File: src/rtl/video_text_px.sv
// video_text_px: 80x25-style text-mode pixel generator.
// Produces hs/vs sync, a registered 4:4:4 colour stream and the text/font
// memory addresses needed to render a character cell buffer with attributes,
// hardware scrolling, a flashing cursor, blink/bright-background modes and a
// writable 16-entry palette.
// Ports:
//   clock, reset_n              pixel clock, asynchronous active-low reset
//   r, g, b                     registered colour outputs (4 bits each)
//   hs, vs                      sync outputs, polarity set by HS_POL/VS_POL
//   char_address, char_data     text buffer byte address / read data (1-clock latency)
//   font_address, font_data     {code, scanline} / glyph row, bit 7 leftmost
//   start_addr                  cell index shown at the top-left (scroll)
//   cursor, cursor_en           cursor cell index and enable
//   cur_start, cur_end          cursor scanline range, inclusive
//   blink_en                    attr bit 7 selects blink (1) or bright background (0)
//   pal_we, pal_idx, pal_data   palette write port
//   frame_start, vblank         frame pulse at x=0,y=0 and vertical blank level
module video_text_px #(
    parameter int          H_VISIBLE = 640,
    parameter int          H_FRONT   = 16,
    parameter int          H_SYNC    = 96,
    parameter int          H_BACK    = 48,
    parameter int          V_VISIBLE = 400,
    parameter int          V_FRONT   = 12,
    parameter int          V_SYNC    = 2,
    parameter int          V_BACK    = 35,
    parameter bit          HS_POL    = 1'b0,
    parameter bit          VS_POL    = 1'b1,
    parameter int          COLS      = 80,
    parameter int          ROWS      = 25,
    parameter int          FONT_H    = 16,
    parameter logic [17:0] TEXT_BASE = 18'h0F000,
    parameter int          BLINK_DIV = 12500000
) (
    input  logic        clock,
    input  logic        reset_n,
    output logic [3:0]  r,
    output logic [3:0]  g,
    output logic [3:0]  b,
    output logic        hs,
    output logic        vs,
    output logic [17:0] char_address,
    input  logic [7:0]  char_data,
    output logic [11:0] font_address,
    input  logic [7:0]  font_data,
    input  logic [11:0] start_addr,
    input  logic [11:0] cursor,
    input  logic        cursor_en,
    input  logic [3:0]  cur_start,
    input  logic [3:0]  cur_end,
    input  logic        blink_en,
    input  logic        pal_we,
    input  logic [3:0]  pal_idx,
    input  logic [11:0] pal_data,
    output logic        frame_start,
    output logic        vblank
);

    localparam logic [11:0] H_LAST       = 12'(H_BACK + H_VISIBLE + H_FRONT + H_SYNC - 1);
    localparam logic [11:0] V_LAST       = 12'(V_BACK + V_VISIBLE + V_FRONT + V_SYNC - 1);
    localparam logic [11:0] H_VIS_START  = 12'(H_BACK);
    localparam logic [11:0] H_VIS_END    = 12'(H_BACK + H_VISIBLE);
    localparam logic [11:0] H_SYNC_START = 12'(H_BACK + H_VISIBLE + H_FRONT);
    localparam logic [11:0] V_VIS_START  = 12'(V_BACK);
    localparam logic [11:0] V_VIS_END    = 12'(V_BACK + V_VISIBLE);
    localparam logic [11:0] V_SYNC_START = 12'(V_BACK + V_VISIBLE + V_FRONT);
    localparam logic [31:0] BLINK_LAST   = 32'(BLINK_DIV - 1);

    logic [11:0] x_r, y_r;
    logic [31:0] timer_r;
    logic        flash_r;
    logic [7:0]  attr_r, pattern_r;
    logic        cur_hit_r, out_r;
    logic [11:0] rgb_r;
    logic [11:0] pal_r [16];

    logic [11:0] fx_s, fy_s, col_s, row_s, id_s, word_s;
    logic [3:0]  line_s;
    logic [17:0] char_addr_s, attr_addr_s;
    logic        out_s, cur_ok_s, vis_s, bit_s;
    logic [3:0]  fg_s, bg_s, idx_s;
    logic [11:0] color_s;

    function automatic logic [11:0] pal_default(input logic [3:0] i);
        case (i)
            4'd0:    pal_default = 12'h111;
            4'd1:    pal_default = 12'h008;
            4'd2:    pal_default = 12'h080;
            4'd3:    pal_default = 12'h088;
            4'd4:    pal_default = 12'h800;
            4'd5:    pal_default = 12'h808;
            4'd6:    pal_default = 12'h880;
            4'd7:    pal_default = 12'hCCC;
            4'd8:    pal_default = 12'h888;
            4'd9:    pal_default = 12'h00F;
            4'd10:   pal_default = 12'h0F0;
            4'd11:   pal_default = 12'h0FF;
            4'd12:   pal_default = 12'hF00;
            4'd13:   pal_default = 12'hF0F;
            4'd14:   pal_default = 12'hFF0;
            default: pal_default = 12'hFFF;
        endcase
    endfunction

    // Fetch coordinates run one cell (8 pixels) ahead of the displayed pixel;
    // off-window values wrap to huge col/row and are flagged as out-of-range.
    always_comb begin
        fx_s        = x_r - H_VIS_START + 12'd8;
        fy_s        = y_r - V_VIS_START;
        col_s       = {3'b000, fx_s[11:3]};
        if (FONT_H == 16) begin
            row_s  = {4'b0000, fy_s[11:4]};
            line_s = fy_s[3:0];
        end else begin
            row_s  = {3'b000, fy_s[11:3]};
            line_s = {1'b0, fy_s[2:0]};
        end
        id_s        = col_s + row_s * 12'(COLS);
        word_s      = start_addr + id_s;
        char_addr_s = TEXT_BASE + {5'b00000, word_s, 1'b0};
        attr_addr_s = char_addr_s + 18'd1;
        out_s       = (col_s >= 12'(COLS)) || (row_s >= 12'(ROWS));
        cur_ok_s    = cursor_en && (id_s == cursor) && (cur_start <= line_s) && (line_s <= cur_end);
    end

    // Pixel evaluation: glyph bit plus cursor, attribute decode, palette lookup.
    always_comb begin
        vis_s = (x_r >= H_VIS_START) && (x_r < H_VIS_END) &&
                (y_r >= V_VIS_START) && (y_r < V_VIS_END);
        bit_s = pattern_r[3'd7 - fx_s[2:0]] | (cur_hit_r & flash_r);
        if (blink_en) begin
            bg_s = {1'b0, attr_r[6:4]};
            if (attr_r[7] && flash_r) begin
                fg_s = bg_s;
            end else begin
                fg_s = attr_r[3:0];
            end
        end else begin
            bg_s = attr_r[7:4];
            fg_s = attr_r[3:0];
        end
        if (out_r) begin
            idx_s = 4'd0;
        end else if (bit_s) begin
            idx_s = fg_s;
        end else begin
            idx_s = bg_s;
        end
        if (vis_s) begin
            color_s = pal_r[idx_s];
        end else begin
            color_s = 12'h000;
        end
    end

    // Raster counters and registered sync/blank/frame outputs.
    always_ff @(posedge clock or negedge reset_n) begin
        if (!reset_n) begin
            x_r         <= 12'd0;
            y_r         <= 12'd0;
            hs          <= ~HS_POL;
            vs          <= ~VS_POL;
            frame_start <= 1'b0;
            vblank      <= 1'b1;
        end else begin
            if (x_r == H_LAST) begin
                x_r <= 12'd0;
                y_r <= (y_r == V_LAST) ? 12'd0 : y_r + 12'd1;
            end else begin
                x_r <= x_r + 12'd1;
            end
            hs          <= (x_r >= H_SYNC_START) ? HS_POL : ~HS_POL;
            vs          <= (y_r >= V_SYNC_START) ? VS_POL : ~VS_POL;
            frame_start <= (x_r == 12'd0) && (y_r == 12'd0);
            vblank      <= (y_r < V_VIS_START) || (y_r >= V_VIS_END);
        end
    end

    // Flash timer for cursor and blinking attributes.
    always_ff @(posedge clock or negedge reset_n) begin
        if (!reset_n) begin
            timer_r <= 32'd0;
            flash_r <= 1'b0;
        end else if (timer_r == BLINK_LAST) begin
            timer_r <= 32'd0;
            flash_r <= ~flash_r;
        end else begin
            timer_r <= timer_r + 32'd1;
        end
    end

    // Per-cell fetch sequence keyed on the pixel phase within the fetched cell.
    always_ff @(posedge clock or negedge reset_n) begin
        if (!reset_n) begin
            char_address <= 18'd0;
            font_address <= 12'd0;
            attr_r       <= 8'd0;
            pattern_r    <= 8'd0;
            cur_hit_r    <= 1'b0;
            out_r        <= 1'b0;
        end else begin
            case (fx_s[2:0])
                3'd0: char_address <= char_addr_s;
                3'd2: font_address <= {char_data, line_s};
                3'd4: char_address <= attr_addr_s;
                3'd7: begin
                    attr_r    <= char_data;
                    pattern_r <= font_data;
                    cur_hit_r <= cur_ok_s;
                    out_r     <= out_s;
                end
                default: begin
                end
            endcase
        end
    end

    // Palette storage; a same-cycle read sees the value before the write.
    always_ff @(posedge clock or negedge reset_n) begin
        if (!reset_n) begin
            for (int i = 0; i < 16; i++) begin
                pal_r[i] <= pal_default(4'(i));
            end
        end else if (pal_we) begin
            pal_r[pal_idx] <= pal_data;
        end
    end

    // Registered colour output.
    always_ff @(posedge clock or negedge reset_n) begin
        if (!reset_n) begin
            rgb_r <= 12'h000;
        end else begin
            rgb_r <= color_s;
        end
    end

    assign r = rgb_r[11:8];
    assign g = rgb_r[7:4];
    assign b = rgb_r[3:0];

endmodule

File: config.mk
export PLATFORM = sky130hd
export DESIGN_NAME = video_text_px
export DESIGN_NICKNAME = d
export VERILOG_FILES = /design/src/rtl/video_text_px.sv
export SDC_FILE = /design/constraint.sdc
export NUM_CORES = 1
export LEC_CHECK = 0
export ABC_AREA = 1
export ABC_CLOCK_PERIOD_IN_PS = 5400
export CAP_MARGIN = 0
export CORE_ASPECT_RATIO = 1.4
export CORE_MARGIN = 2
export CORE_UTILIZATION = 40
export DETAILED_ROUTE_END_ITERATION = 6
export GPL_TIMING_DRIVEN = 0
export SLEW_MARGIN = 20
export SYNTH_ARGS = -nofsm -noshare
export SYNTH_HDL_FRONTEND = slang
export SYNTH_SLANG_ARGS = --single-unit
File: constraint.sdc
create_clock -name clock -period 5.4 [get_ports clock]
set_input_delay 0.54 -clock clock [delete_from_list [all_inputs] [get_ports clock]]
set_output_delay 0.54 -clock clock [all_outputs]
set_load 0.02 [all_outputs]
==> results.rst, run 1 <==
.. list-table::
   :header-rows: 1

   * - Metric
     - Value
   * - Final count of negative-setup-slack endpoints
     - 0
   * - Hold_ws
     - 455 ps
   * - Post-Route WL
     - 52,700 um
   * - Core occupancy in the finished layout
     - a little under half
   * - Endpoint with the worst hold slack
     - timer_r[0]$_DFF_PN0_
   * - Startpoint of the worst-slack reg-to-reg timing path
     - y_r[0]$_DFFE_PN0N_
   * - Net switching power of the design
     - 0.00164 W
   * - Antenna Violating Nets Remaining
     - 0
   * - DRC errors left
     - 0
   * - Class of the worst hold path
     - flip-flop to flip-flop
   * - Number of maximum-capacitance constraint violations
     - 0
   * - Clock sink total
     - a little over 300
   * - Gates resized, CTS repair
     - 0
   * - Most common cell after layout, fill and taps aside
     - nand2_1
   * - Outcome
     - finished clean
   * - Unrepaired setup endpoints after global routing
     - false
   * - Minimum setup slack in the final design
     - 658 ps
   * - Slew HR
     - between 20% and 30%
   * - Hold wc startpoint
     - timer_r[0]$_DFF_PN0_
   * - Net Sw Frac
     - a little over a quarter
   * - Cell-internal power
     - around 0.0044 W
   * - Area enclosed by the die boundary
     - 42,000 um^2
   * - Clock root buffer
     - clkbuf_16
   * - Final weighted congestion in routability-driven placement
     - about 0.98
   * - Sequential cell fraction of total power
     - 47.6%
   * - Post-detailed-route via-to-cell ratio
     - 5.31
   * - Leak Pwr
     - slightly below 9 nW
   * - Total routing usage reported by global routing
     - between 20% and 30%
   * - Worst Setup Path Type
     - flip-flop to flip-flop
   * - Post-synthesis sequential element count
     - about 300
   * - Synthesized area per cell
     - about 7.9 um^2
   * - Period utilisation layout
     - approximately 88%
   * - TritonCTS clock tree
     - yes
   * - Worst-path clk slew
     - 60 ps
   * - Vias in the first global route
     - around 15,000
   * - Count of boundary I/O pins
     - about 120
   * - Port-buffer cells
     - approximately 110
   * - Leading post-synthesis cells by cell area
     - dfrtp_1, nand2_1, dfstp_2
   * - Synthesized netlist cell count
     - roughly 2,000
   * - Most frequent cells in the layout
     - nand2_1, nand3_1, dfrtp_1
   * - Area of all sequential standard cells
     - slightly below 8000 um^2
   * - Worst R2R Setup Slack
     - 660 ps
   * - Antenna Cells
     - 0
   * - Final standard cell count with taps included and fillers excluded
     - approximately 2,800
   * - Number of synthesized flops with an enable pin
     - 0
   * - # nets final
     - roughly 2,300
   * - Maximum frequency from static timing analysis
     - 0.211 GHz
   * - Number of hold-slack violations in the final timing report
     - 0
   * - Syn. warnings
     - 0
   * - Worst-case reg-to-reg path depth
     - 25
   * - Area growth from synthesis to layout
     - 18.9%
   * - Area share of the leading cell type in the synthesized netlist
     - 36.9%
   * - Maximum VDD drop
     - about 0.17 mV
   * - Sequential fraction of the synthesis area
     - approximately 48%
   * - Pin count of the biggest net entering global routing
     - 101
   * - H-tree depth
     - 2
   * - Number of nets produced by synthesis
     - about 2,200
   * - Ratio of cells with drive above 1 in the final layout
     - between 9 and 10%
   * - Largest area contributor in the synthesized netlist
     - dfrtp_1
   * - Clock power frac
     - between 30% and 40%
   * - Least-Margin Pin Slew
     - 1050 ps
   * - Core area
     - between 40,000 and 50,000 um^2
   * - Async set-reset flop share out of synthesis
     - 100%
   * - Post-Syn Area
     - approximately 16,000 um^2
   * - Pre-CTS setup slack
     - around 650 ps
   * - FP Rows
     - 87
   * - Violation count after the first detailed-routing iteration
     - between 900 and 1,000
   * - Overall via count from detail_route
     - between 10,000 and 15,000
   * - Average wire per standard cell
     - between 15 and 20 um
   * - Final worst clock skew
     - about 22 ps
   * - Maximum fanout along the worst path
     - 7
   * - Startpoint class of the critical path
     - flip-flop
   * - Initial antenna violation count
     - 0
   * - HPWL after detailed placement
     - between 30,000 and 40,000 um
   * - Count of cells along the worst hold path
     - 1
   * - Inst Count DP
     - ~2,700
   * - Starting density of the core
     - approximately two fifths
   * - Arrival time at the worst endpoint
     - about 5200 ps
   * - Drt pass-1 iters
     - 5
   * - Flip-flop cell with the highest count after synthesis
     - dfrtp_1
   * - CTS max path bufs
     - 3
   * - Die height
     - ~240 um
   * - Capturing element type of the critical path
     - flip-flop
   * - GRT Residual Overflow
     - 0
   * - Number of distinct library cells after synthesis
     - 56
   * - Data required, critical path
     - just under 6000 ps
   * - Reg-to-reg critical path endpoint
     - char_address[15]$_DFFE_PN0P_
   * - Slew Limit Fails
     - 0
   * - Logic gate share of total power
     - 12.9%
   * - Multi-input logic area
     - ~7100 um^2
   * - Global-route wire length before repair
     - just over 80,000 um
   * - Number of filler cells placed in the layout
     - ~4,000
   * - Cell Pwr Density
     - 317 nW/um^2
   * - Worst skew pair latency
     - 540 ps
   * - Num CTS Buffers
     - 35
   * - Final min period
     - ~4700 ps
   * - Die width
     - 174 um
==> registers in the layout, summed over array words and instances, names as in the netlist <==
name          cells
rgb_r            12
hs                1
pal_r           192
vblank            1
pattern_r         8
out_r             1
cur_hit_r         1
frame_start       1
timer_r          32
x_r              12
y_r              12
flash_r           1
font_address     12
vs                1
char_address     14
attr_r            8
==> routing by layer <==
metal / track usage (%) / vias to the layer above / share of wire [%]
met5: 0 / - / 0
li1: - / 6988 / -
met2: 45.3 / 504 / 51
met3: 3.87 / 169 / 5.5
met4: 17.3 / 0 / 7.9
met1: 27.2 / 6966 / 36
==> power by group through the flow <==
| stage | clock, W | sequential (W) | combinational, W |
|---|---|---|---|
| after floorplan | 0 | 0.00289 | 0.000460 |
| after global placement | 0 | 0.00293 | 0.000746 |
| after detailed placement | 0 | 0.00293 | 0.000775 |
| after CTS | 0.00245 | 0.00289 | 0.000778 |
| after global routing | 0.00254 | 0.00293 | 0.000889 |
| final | 0.00240 | 0.00290 | 0.000782 |
==> worst max-delay path, cell delays in order (launching register included) <==
cell and delay, ps:
dfrtp_1 460, ha_1 250, inv_1 130, nand3_1 110, nand2_1 150, xor2_1 320
a21boi_0 360, nor2_1 140, fa_1 490, ha_1 310, nand2_1 80, nand2_1 60
or2_2 270, nand2_1 90, inv_1 50, ha_1 340, nand2_1 110, inv_1 40
a221oi_1 250, nand2_1 80, a31oi_1 220, inv_1 70, nand3_1 100, nand2_1 60
nand2_1 50, nand2_1 40
==> metrics by stage <==
step / power, W / instance area (um^2) / setup TNS [ps]
2_1_floorplan: 0.00335 / 16200 / 0
3_3_place_gp: 0.00367 / 18000 / -2701910
3_5_place_dp: 0.00370 / 18000 / 0
4_1_cts: 0.00612 / 19200 / 0
5_1_grt: 0.00635 / 19200 / 0
6_report: 0.00608 / 19200 / 0
==> how the worst max path moves through the flow <==
stage	start	cells after the start	endpoint
floorplan	y_r[0]$_DFFE_PN0N_	25	char_address[15]$_DFFE_PN0P_
global placement	reset_n	1	pal_r[124]$_DFFE_PN0P_
detailed placement	y_r[0]$_DFFE_PN0N_	25	char_address[15]$_DFFE_PN0P_
CTS	y_r[0]$_DFFE_PN0N_	25	char_address[15]$_DFFE_PN0P_
global route	y_r[0]$_DFFE_PN0N_	25	char_address[15]$_DFFE_PN0P_
finish	y_r[0]$_DFFE_PN0N_	25	char_address[15]$_DFFE_PN0P_
==> cells in the mapped netlist, types with 11 or more instances <==
cell        n
xor2_1     39
dfrtp_1   238
inv_1     185
buf_2      22
nor2_1    141
xnor2_1    11
nand2_1   544
o211ai_1   12
a21oi_1    51
buf_4      13
ha_1       40
nor3_1     26
dfstp_2    71
nand3_1   251
o21ai_0   228
clkbuf_1   63
nand4_1    17
==> repair_timing <==
| action | 4_1_cts | 5_1_grt |
|---|---|---|
| buffers inserted | 0 | 0 |
| hold endpoints to repair | 23 | 0 |
| hold buffers | 1 | 0 |
==> kinds of logic (layout without fill, tap and decap cells) <==
| kind of cell | count (synthesis) | in the layout | synth area share, % |
|---|---|---|---|
| other | 1 | 1 | 0.0232 |
| adders and majority gates | 43 | 43 | 3.47 |
| DFF | 309 | 309 | 48.4 |
| and+or+nand+nor | 1022 | 1022 | 27.3 |
| xor gates and xnor gates | 50 | 50 | 2.71 |
| buffers and inverters | 294 | 474 | 7.44 |
| AOI/OAI and AO/OA | 324 | 324 | 10.6 |
==> cell type report <==
class / count / share of cell area, %
timing repair buffer: 117 / 6.40
sequential: 309 / 40.7
inverter: 193 / 3.77
clock buffer: 50 / 5.49
multi-input combinational: 1440 / 37.1
buffer: 101 / 2.49
clock inverter: 13 / 0.521
tap: 534 / 3.48
(Power assumes the default switching activity.)
==> run 2, diff against run 1 <==
Settings changed: GPL_TIMING_DRIVEN 0 to 1, SLEW_MARGIN 20 to 0.
==> run 2 against run 1 <==
Combinational power decreased by 11%. Via count decreased by 7.1%. Clock-buffer cell count unchanged. Sequential share of layout area increased by 0.92 points. Design area decreased by 2.2%. Total power decreased by 2.1%. First-iteration DRC count increased by 1.8%. Highest routed layer is now met5.
==> results.rst, run 2 (synthesis results as in run 1) <==
.. list-table::
   :header-rows: 1

   * - Metric
     - Value
   * - Post-Route WL
     - 43,600 um
   * - Period utilisation layout
     - between 80% and 90%
   * - Cell Pwr Density
     - between 300 and 400 nW/um^2
   * - Most frequent cells in the layout
     - nand2_1, nand3_1, dfrtp_1
   * - Total routing usage reported by global routing
     - a little over a fifth
   * - Unrepaired setup endpoints after global routing
     - false
   * - CP dominant cell by count
     - nand2_1
   * - Final min period
     - between 4000 and 5000 ps
   * - Worst skew pair latency
     - roughly 530 ps
   * - DRC errors left
     - 0
   * - Slowest-stage cell, CP
     - fa_1
   * - Final-layout setup total negative slack
     - 0 ps
   * - Gates resized, CTS repair
     - 0
   * - Core area
     - around 40,000 um^2
   * - Maximum fanout along the worst path
     - 7
   * - Antenna Violating Nets Remaining
     - 0
   * - Post-CTS Repair Setup Buffers
     - 0
   * - Register with the most flip-flops
     - pal_r
   * - Vias in the first global route
     - between 10,000 and 15,000
   * - Data required, critical path
     - about 5800 ps
   * - Arrival time at the worst endpoint
     - a little over 5000 ps
   * - Final count of negative-setup-slack endpoints
     - 0
   * - Class of the worst hold path
     - input pin to asynchronous set/reset pin
   * - Port-buffer cells
     - approximately 110
   * - Max incr delay on CP
     - around 490 ps
   * - Number of maximum-capacitance constraint violations
     - 0
   * - Dominant delay contributor by cell family on the critical path
     - adder cells
   * - Capturing element type of the critical path
     - flip-flop
   * - Starting density of the core
     - 40.3%
   * - Worst-path clk slew
     - roughly 60 ps
   * - Worst Setup Path Type
     - flip-flop to flip-flop
   * - Overall via count from detail_route
     - 13,600
   * - Global-route wire length before repair
     - between 70,000 and 80,000 um
   * - HPWL after detailed placement
     - 28,700 um
   * - Die height
     - ~240 um
   * - Minimum setup slack in the final design
     - just over 700 ps
   * - Slew HR
     - between 20% and 30%
   * - Maximum frequency from static timing analysis
     - about 0.21 GHz
   * - TritonCTS clock tree
     - yes
   * - Average wire per standard cell
     - 16.4 um
   * - Number of hold-slack violations in the final timing report
     - 0
   * - # nets final
     - approximately 2,200
   * - Flip-flop count of the largest register, all copies and words added
     - around 190
   * - Antenna Cells
     - 0
   * - Slew Limit Fails
     - 0
   * - Count of boundary I/O pins
     - about 120
   * - FP Rows
     - between 80 and 90
   * - Number of hold-repair buffers added at the cts stage
     - 0
   * - Die width
     - about 170 um
   * - CP bufs+invs
     - 4
   * - Ratio of cells with drive above 1 in the final layout
     - 8.40%
   * - Clock sink total
     - 309
   * - Regs by FF count
     - pal_r (192), timer_r (32), char_address (14)
   * - Final weighted congestion in routability-driven placement
     - approximately 0.87
   * - Maximum VDD drop
     - about 0.26 mV
   * - Least-Margin Pin Slew
     - about 1200 ps
   * - Area growth from synthesis to layout
     - 16.3%
   * - H-tree depth
     - 2
   * - Leak Pwr
     - approximately 8.7 nW
   * - Violation count after the first detailed-routing iteration
     - about 980
   * - CTS max path bufs
     - 3
   * - Initial antenna violation count
     - 1
   * - Post-detailed-route via-to-cell ratio
     - 5.10
   * - GRT Residual Overflow
     - 0
   * - Outcome
     - finished clean
   * - Num CTS Buffers
     - 34
   * - Most common cell after layout, fill and taps aside
     - nand2_1
   * - Pre-CTS setup slack
     - ~750 ps
   * - Clock root buffer
     - clkbuf_16
   * - Final worst clock skew
     - ~21 ps
   * - Pin count of the biggest net entering global routing
     - 103
   * - Area enclosed by the die boundary
     - between 40,000 and 50,000 um^2
   * - Number of filler cells placed in the layout
     - a little over 4,000
   * - Drt pass-1 iters
     - 6
   * - Startpoint class of the critical path
     - flip-flop
==> run 2: changes by cell type in the layout (fill, tap and decap cells not counted), moves of 2 or more <==
cell / previous run / this run
buf_12: 0 / 2
buf_16: 3 / 0
buf_2: 22 / 0
buf_6: 3 / 0
clkbuf_1: 68 / 5
clkbuf_16: 37 / 34
clkbuf_8: 8 / 11
clkinvlp_4: 4 / 0
inv_6: 0 / 2
nor3_1: 26 / 23
nor3_2: 4 / 7
==> run 2: per-stage QoR <==
stage / hold slack, ps / cell area, um^2 / util [%] / cells / total power [W]
2_1_floorplan: 244 / 16200 / - / 2043 / 0.00335
3_3_place_gp: 445 / 17600 / 44.0 / 2604 / 0.00358
3_5_place_dp: 458 / 17600 / 44.0 / 2604 / 0.00361
4_1_cts: 85.2 / 18800 / 46.9 / 2666 / 0.00602
5_1_grt: 119 / 18800 / 46.9 / 2666 / 0.00626
6_report: 48.9 / 18800 / 46.9 / 2666 / 0.00596
==> run 2: final timing paths <==
kind / from / endpoint / slack (ps) / cells past startpoint
max: y_r[0]$_DFFE_PN0N_ / char_address[15]$_DFFE_PN0P_ / 720 / 25
min: reset_n / font_address[2]$_DFFE_PN0N_ / 50 / 1
max reg2reg: y_r[0]$_DFFE_PN0N_ / char_address[15]$_DFFE_PN0P_ / 720 / 25
min reg2reg: char_address[1]$_DFFE_PN0P_ / char_address[1]$_DFFE_PN0P_ / 470 / 2
max in group asynchronous: reset_n / rgb_r[4]$_DFF_PN0_ / 4090 / 2
min in group clock: char_address[1]$_DFFE_PN0P_ / char_address[1]$_DFFE_PN0P_ / 470 / 2
==> run 2: area by class of cell <==
type	instances	area, um^2	share of cell area, %
Clock buffer	50	1020	5.43
Multi-Input combinational cell	1440	7150	38.1
Clock inverter	12	129	0.686
Inverter	193	724	3.86
Tap cell	534	668	3.56
Timing Repair Buffer	128	1270	6.78
Sequential cell	309	7820	41.6
==> run 2: layer usage <==
metal	wire length [um]	up-vias	part of all wire (%)	global-route usage (%)
li1	-	6782	-	-
met1	18100	6402	42	26.1
met2	22300	329	51	37.6
met3	1990	69	4.6	2.80
met4	1180	2	2.7	6.60
met5	11	-	0.025	0
==> run 2: power breakdown <==
group | internal (W) | switching [W] | total (W)
Sequential | 0.00272 | 0.000154 | 0.00287
Combinational | 0.000295 | 0.000401 | 0.000696
Clock | 0.00141 | 0.000973 | 0.00239
Total | 0.00443 | 0.00153 | 0.00596
